`src/rtl/kicp_sram_arbiter.sv`:
```
// Two-requester arbiter for the single-port KICP SRAM.
// Serves one transaction at a time and breaks ties round-robin between the Wishbone controller and the engine.
`ifndef KICP_SRAM_AWIDTH
`define KICP_SRAM_AWIDTH 10
`endif

module kicp_sram_arbiter #(
   parameter int AWIDTH     = `KICP_SRAM_AWIDTH,
   parameter int DWIDTH     = 32,
   parameter int RD_LATENCY = 1
) (
   input  logic              clk,
   input  logic              reset_n,
   input  logic [1:0]        wb_mem_op,
   input  logic [AWIDTH-1:0] wb_mem_addr,
   input  logic [DWIDTH-1:0] wb_mem_data,
   output logic              wb_mem_opdone,
   output logic [DWIDTH-1:0] wb_mem_rdata,
   input  logic [1:0]        eng_mem_op,
   input  logic [AWIDTH-1:0] eng_mem_addr,
   input  logic [DWIDTH-1:0] eng_mem_data,
   output logic              eng_mem_opdone,
   output logic [DWIDTH-1:0] eng_mem_rdata,
   output logic              sram_en,
   output logic              sram_we,
   output logic [AWIDTH-1:0] sram_addr,
   output logic [DWIDTH-1:0] sram_wdata,
   input  logic [DWIDTH-1:0] sram_rdata,
   output logic [1:0]        grant,
   output logic              busy
);

   typedef enum logic [1:0] {IDLE, ISSUE, WAIT, DONE} state_t;

   localparam logic [1:0] WAIT_LAST = 2'(RD_LATENCY - 1);

   state_t     state;
   logic       last_eng;
   logic       op_write;
   logic [1:0] wait_cnt;
   logic       wb_req;
   logic       eng_req;
   logic       pick_eng;

   // Codes 01 and 11 are requests; bit 0 alone identifies them, so 10 is never seen as valid.
   assign wb_req   = wb_mem_op[0];
   assign eng_req  = eng_mem_op[0];
   assign pick_eng = eng_req && (!wb_req || !last_eng);

   always_ff @(posedge clk) begin
      if (!reset_n) begin
         state          <= IDLE;
         last_eng       <= 1'b1;
         op_write       <= 1'b0;
         wait_cnt       <= 2'd0;
         wb_mem_opdone  <= 1'b0;
         wb_mem_rdata   <= '0;
         eng_mem_opdone <= 1'b0;
         eng_mem_rdata  <= '0;
         sram_en        <= 1'b0;
         sram_we        <= 1'b0;
         sram_addr      <= '0;
         sram_wdata     <= '0;
         grant          <= 2'b00;
         busy           <= 1'b0;
      end else begin
         wb_mem_opdone  <= 1'b0;
         eng_mem_opdone <= 1'b0;
         sram_en        <= 1'b0;
         sram_we        <= 1'b0;
         case (state)
            IDLE: begin
               if (wb_req || eng_req) begin
                  state   <= ISSUE;
                  busy    <= 1'b1;
                  sram_en <= 1'b1;
                  if (pick_eng) begin
                     grant      <= 2'b10;
                     last_eng   <= 1'b1;
                     op_write   <= eng_mem_op[1];
                     sram_we    <= eng_mem_op[1];
                     sram_addr  <= eng_mem_addr;
                     sram_wdata <= eng_mem_data;
                  end else begin
                     grant      <= 2'b01;
                     last_eng   <= 1'b0;
                     op_write   <= wb_mem_op[1];
                     sram_we    <= wb_mem_op[1];
                     sram_addr  <= wb_mem_addr;
                     sram_wdata <= wb_mem_data;
                  end
               end
            end
            ISSUE: begin
               wait_cnt <= 2'd0;
               if (op_write) begin
                  state          <= DONE;
                  wb_mem_opdone  <= grant[0];
                  eng_mem_opdone <= grant[1];
               end else begin
                  state <= WAIT;
               end
            end
            // Read data is valid in the last WAIT cycle and is captured on the edge leaving it.
            WAIT: begin
               if (wait_cnt == WAIT_LAST) begin
                  state          <= DONE;
                  wb_mem_opdone  <= grant[0];
                  eng_mem_opdone <= grant[1];
                  if (grant[1]) begin
                     eng_mem_rdata <= sram_rdata;
                  end else begin
                     wb_mem_rdata <= sram_rdata;
                  end
               end else begin
                  wait_cnt <= wait_cnt + 2'd1;
               end
            end
            DONE: begin
               state <= IDLE;
               grant <= 2'b00;
               busy  <= 1'b0;
            end
            default: begin
               state <= IDLE;
               grant <= 2'b00;
               busy  <= 1'b0;
            end
         endcase
      end
   end

endmodule

```
`config.mk`:
```
export PLATFORM = sky130hd
export DESIGN_NAME = kicp_sram_arbiter
export DESIGN_NICKNAME = d
export VERILOG_FILES = /design/src/rtl/kicp_sram_arbiter.sv
export SDC_FILE = /design/constraint.sdc
export NUM_CORES = 1
export LEC_CHECK = 0
export CAP_MARGIN = 0
export CORE_MARGIN = 8
export CORE_UTILIZATION = 35
export CTS_CLUSTER_SIZE = 40
export DETAILED_ROUTE_END_ITERATION = 7
export MAX_ROUTING_LAYER = met4
export PLACE_DENSITY = 0.69
export SYNTH_ARGS = -nofsm -noshare
export SYNTH_HDL_FRONTEND = slang
export SYNTH_SLANG_ARGS = --single-unit
```
`constraint.sdc`:
```
create_clock -name clk -period 3.02 [get_ports clk]
set_clock_uncertainty 0.2 [all_clocks]
set_input_delay 0.453 -clock clk [delete_from_list [all_inputs] [get_ports clk]]
set_output_delay 0.453 -clock clk [all_outputs]
set_load 0.005 [all_outputs]
```
== Yosys cells after proc, flatten, opt, wreduce, memory -nomap -nowiden ==
Cells that the tools add are included.
Word-level totals
  register bits: 119
  logic and storage cells: 61
Cells by class
  add/subtract/negate cells: 1
  equality and inequality tests: 6
  mux-type cells: 22
  bitwise gates (word level): 1
  reductions and logical operators: 17
Operators by type and width (count)
  32-bit two-way mux: 1
  10-bit two-way mux: 1
  2-bit two-way mux: 5
  2-bit AND reduction: 5
  1-bit two-way mux: 9
  3-bit AND reduction: 3
  2-bit one-hot mux with 2 select lines: 2
  2-bit one-hot mux with 4 select lines: 1
  2-bit inequality test, second input constant: 3
  1-bit one-hot mux with 2 select lines: 3
  2-bit equality test, second input constant: 2
  2-bit zero test: 2
  2-bit nonzero test: 2
  2-bit by 1-bit adder with 2-bit output, second input constant: 1
  2-bit by 1-bit equality test with 1-bit output, second input constant: 1
  1-bit zero test: 2
  1-bit logical OR: 2
  1-bit logical AND: 1
  1-bit NOT: 1

== Depth between registers and ports, before layout ==
  word-level depth: 6
  depth in mapped cells: 7

== Worst setup path after synthesis ==
OpenSTA, ideal clock, no wires.
  path type: reg2reg
  start point: register state[1]
  end point: register state[0]
  arrival: 1.445 ns
  data required time: 2.725 ns
  setup slack: 1.279 ns
  stages on the path, launching flop included: 6
  clock period less this slack: 1.741 ns
  cells stage by stage: dfxtp_1 inv_1 ha_1 nor3b_2 or3_1 a221oi_1
On the way
  cells in the longest elaborated chain, start to end: 3
  elaborated cells between the ends (all ways): 8
  classes of those cells: eq/ne: 5; mux: 1; reduce/logical: 2
RTL lines
  from (decl): RTL line 37  | state_t state;
  from (signal assigned): RTL line 52  | state <= IDLE;
  from (signal assigned): RTL line 74  | state <= ISSUE;
  from (signal assigned): RTL line 97  | state <= DONE;
  2-bit equality test / 2-bit zero test (equally long branches): RTL line 71  | case (state)
  2-bit inequality test (no source line)
  2-bit AND reduction (no source line)
Several ways; a longest one is shown, not always the timed one.
A chain may end at the register's enable or synchronous reset.

== Worst setup path in the final report ==
  start point: register state[0]
  end point: register sram_wdata[17]
On the way
  cells in the longest elaborated chain, start to end: 2
RTL lines
  2-bit zero test: RTL line 71
  2-bit AND reduction (no source line)
  to (signal assigned): RTL line 83  | sram_wdata <= eng_mem_data;
  to (signal assigned): RTL line 90  | sram_wdata <= wb_mem_data;
  to (decl): RTL line 27  | output logic [DWIDTH-1:0] sram_wdata,
No other way between the ends.

==> flow_summary.json <==
{
  "multi_input_area_um2": 2020,
  "final-instance-count-excl-fill": 995,
  "crit_start": "state[0]",
  "hold_end": "eng_mem_rdata[17]",
  "totalPowerFinal_mw": 5.78,
  "synth_xor_area_frac": 0,
  "ir_drop_v": 0.000368,
  "p_leak_nw": 2.78,
  "synth_seq_cells": 119,
  "rsz0062_at_grt": "false",
  "finalCritPeriodShare": 0.697,
  "dp_cells": 963,
  "top_usage_layer": "met2",
  "ff2ff_setup_slack_ps": 920,
  "regArea_um2": 2380,
  "worstMarginPinSlew_ps": 564,
  "track_usage": 0.192,
  "rows": 42,
  "cp_max_fo": 67,
  "port_buffers": 234,
  "numCtsBuffers": 17,
  "coreArea_um2": 13000,
  "drt_iter0_markers": 244,
  "synth_adder_area_share": 0.0217,
  "reg2regPathDepth": 6,
  "syn_inst": 588,
  "postCtsSetupRepairBufs": 0,
  "fin_area_um2": 7630,
  "synthArstFlopShare": 0,
  "finalCoreUtilization": 0.586,
  "clock_sinks": 119,
  "syn-mean-instance-area_um2": 7.83,
  "hold_start": "eng_mem_rdata[17]",
  "drtAntennaViolNets": 0,
  "start_util": 0.353,
  "die_w_um": 131,
  "postCtsHoldBufs": 0,
  "syn_area_um2": 4600,
  "synth_top_family_by_area": "simple AND/OR/NAND/NOR gates",
  "synthMuxAreaShare": 0.00435,
  "critPathKind": "reg -> reg",
  "met3_usage": 0.0942,
  "grt_pass1_wl_um": 25200,
  "viasPerCell": 4.83,
  "drc_errors": 0,
  "maxSlewViolCount": 0,
  "area.growth.synth_to_final_pct": 65.8,
  "drive_gt1_frac": 0.0549,
  "grt_max_degree": 68,
  "met2_usage": 0.287,
  "grt_overflow": 0,
  "cap_violations": 0,
  "syn_nets": 718,
  "cts_tree": "yes",
  "antenna_found_initial": 0,
  "r2r_start": "state[0]",
  "htreeDepth": 4,
  "nets": 936,
  "fmax_ghz": 0.475,
  "place_congestion": 0.815,
  "clk_path_buf_depth": 2,
  "first_global_vias": 4943,
  "outcome": "completed",
  "wl_per_cell_um": 16.2,
  "fillCellCount": 1235,
  "synth-simple-area-share": 0.207,
  "die_area_um2": 17100,
  "min_path_cells": 2,
  "fin_crit_ps": 2100,
  "n_antenna_cell": 0,
  "met1_usage": 0.219,
  "ctsResizeCount": 0,
  "cp.arrival_ps": 2220,
  "worstPathRequired_ps": 3140,
  "seq_area_frac_synth": 0.517,
  "drtPass1Iterations": 5,
  "worstReg2RegEnd": "sram_wdata[17]",
  "cts-root-buf": "clkbuf_16",
  "slew-limit-headroom": 0.624,
  "hpwl_um": 11900,
  "yosys.cell_types.count": 28,
  "path_clk_slew_ps": 60,
  "vias": 4806,
  "synth_edf_count": 0,
  "die_y_um": 131,
  "power_density_nw_per_um2": 757,
  "hold_violations": 0,
  "setup_viol": 0,
  "ys.flop_type": "dfxtp_1",
  "end_kind": "register",
  "clk_latency_ps": 400,
  "finalSetupTns_ps": 0,
  "ios": 235,
  "worstSetupStartpointType": "register",
  "postPlaceCellArea_um2": 7080,
  "synth_compound_gate_area_share": 0.203,
  "hp-class": "reg -> reg",
  "yosysWarnings": 0,
  "wirelength_um": 16100
}
[per-layer routing]
metal	wire, um	up-vias
met5	0	-
met4	335	0
met3	2000	21
met2	7000	217
met1	6800	2155
li1	-	2413
[logic make-up after synthesis]
group	count (synthesis)
simple gates	239
buf+inv	50
compound gates	170
mux	2
flops	119
fa+ha+maj	8
[metrics by stage]
stage | hold WS, ps | setup WS (ps)
2_1_floorplan | 244 | 1280
3_3_place_gp | 241 | 673
3_5_place_dp | 247 | 600
4_1_cts | 255 | 937
5_1_grt | 271 | 732
6_report | 253 | 916
[cell usage after synthesis, types with 3 or more instances]
master	count	area [um2]
dfxtp_1	119	2380
nand3_1	4	20.0
inv_1	5	18.8
clkbuf_1	23	86.3
ha_1	8	100
o21ai_0	48	240
nand2_1	214	803
nand2b_1	3	18.8
nor2b_1	5	31.3
o211ai_1	3	22.5
a21oi_1	71	355
buf_2	21	105
and2_1	3	18.8
a31oi_1	42	263
nor2_1	4	15.0
[critical path: stages, from the launching register on]
cell	delay [ps]
dfxtp_1	330
inv_1	160
ha_1	300
o21a_2	420
buf_12	290
o21ai_0	120
a31oi_1	180
[final cells by class]
class / count / area share
clock buffers: 17 / 0.0557
flip-flops and latches: 119 / 0.312
well taps: 176 / 0.0288
multi-input cells: 419 / 0.264
inverters: 6 / 0.00295
clock inverters: 15 / 0.0172
repair buffers: 243 / 0.319
[sequential cells by signal, summed over array words and instances (netlist names)]
signal	cells
busy	1
last_eng	1
grant	2
op_write	1
sram_wdata	32
sram_en	1
sram_addr	10
wb_mem_rdata	32
wait_cnt	2
wb_mem_opdone	1
eng_mem_opdone	1
sram_we	1
state	2
eng_mem_rdata	32
[worst max-delay path by stage]
stage | to | slack (ps) | cells after the start
floorplan | state[0] | 1280 | 5
global placement | sram_wdata[0] | 670 | 5
detailed placement | sram_wdata[17] | 600 | 5
CTS | sram_wdata[17] | 940 | 6
global route | sram_wdata[7] | 730 | 6
finish | sram_wdata[17] | 920 | 6
[where the power goes]
group          internal (mW)  switching (mW)
registers               1.90           0.184
clock network           1.13           0.724
logic                  0.964           0.875
total                   4.00            1.78
[layout by cell type, fill, tap and decap left out]
| cell type | Yosys | routed |
|---|---|---|
| a211oi_1 | 1 | 1 |
| a21bo_1 | 1 | 1 |
| a21boi_4 | 0 | 1 |
| a21oi_1 | 71 | 71 |
| a221oi_1 | 1 | 1 |
| a31oi_1 | 42 | 42 |
| and2_1 | 3 | 3 |
| and3_1 | 2 | 2 |
| and3b_1 | 1 | 1 |
| buf_12 | 0 | 2 |
| buf_4 | 0 | 7 |
| bufinv_16 | 0 | 1 |
| clkbuf_16 | 0 | 17 |
| clkdlybuf4s50_1 | 0 | 234 |
| clkinv_2 | 0 | 5 |
| clkinv_4 | 0 | 6 |
| clkinvlp_4 | 0 | 2 |
| dfxtp_1 | 119 | 119 |
| ha_1 | 8 | 8 |
| inv_1 | 5 | 5 |
| inv_2 | 1 | 1 |
| inv_6 | 0 | 1 |
| mux2i_1 | 2 | 2 |
| nand2_1 | 214 | 214 |
| nand2b_1 | 3 | 3 |
| nand3_1 | 4 | 4 |
| nand3b_1 | 1 | 1 |
| nor2_1 | 4 | 4 |
| nor2b_1 | 5 | 5 |
| nor3b_2 | 1 | 1 |
| o211ai_1 | 3 | 3 |
| o21a_2 | 0 | 1 |
| o21ai_0 | 48 | 48 |
| o31ai_1 | 1 | 1 |
| or3_1 | 1 | 1 |
(Power assumes the default switching activity.)
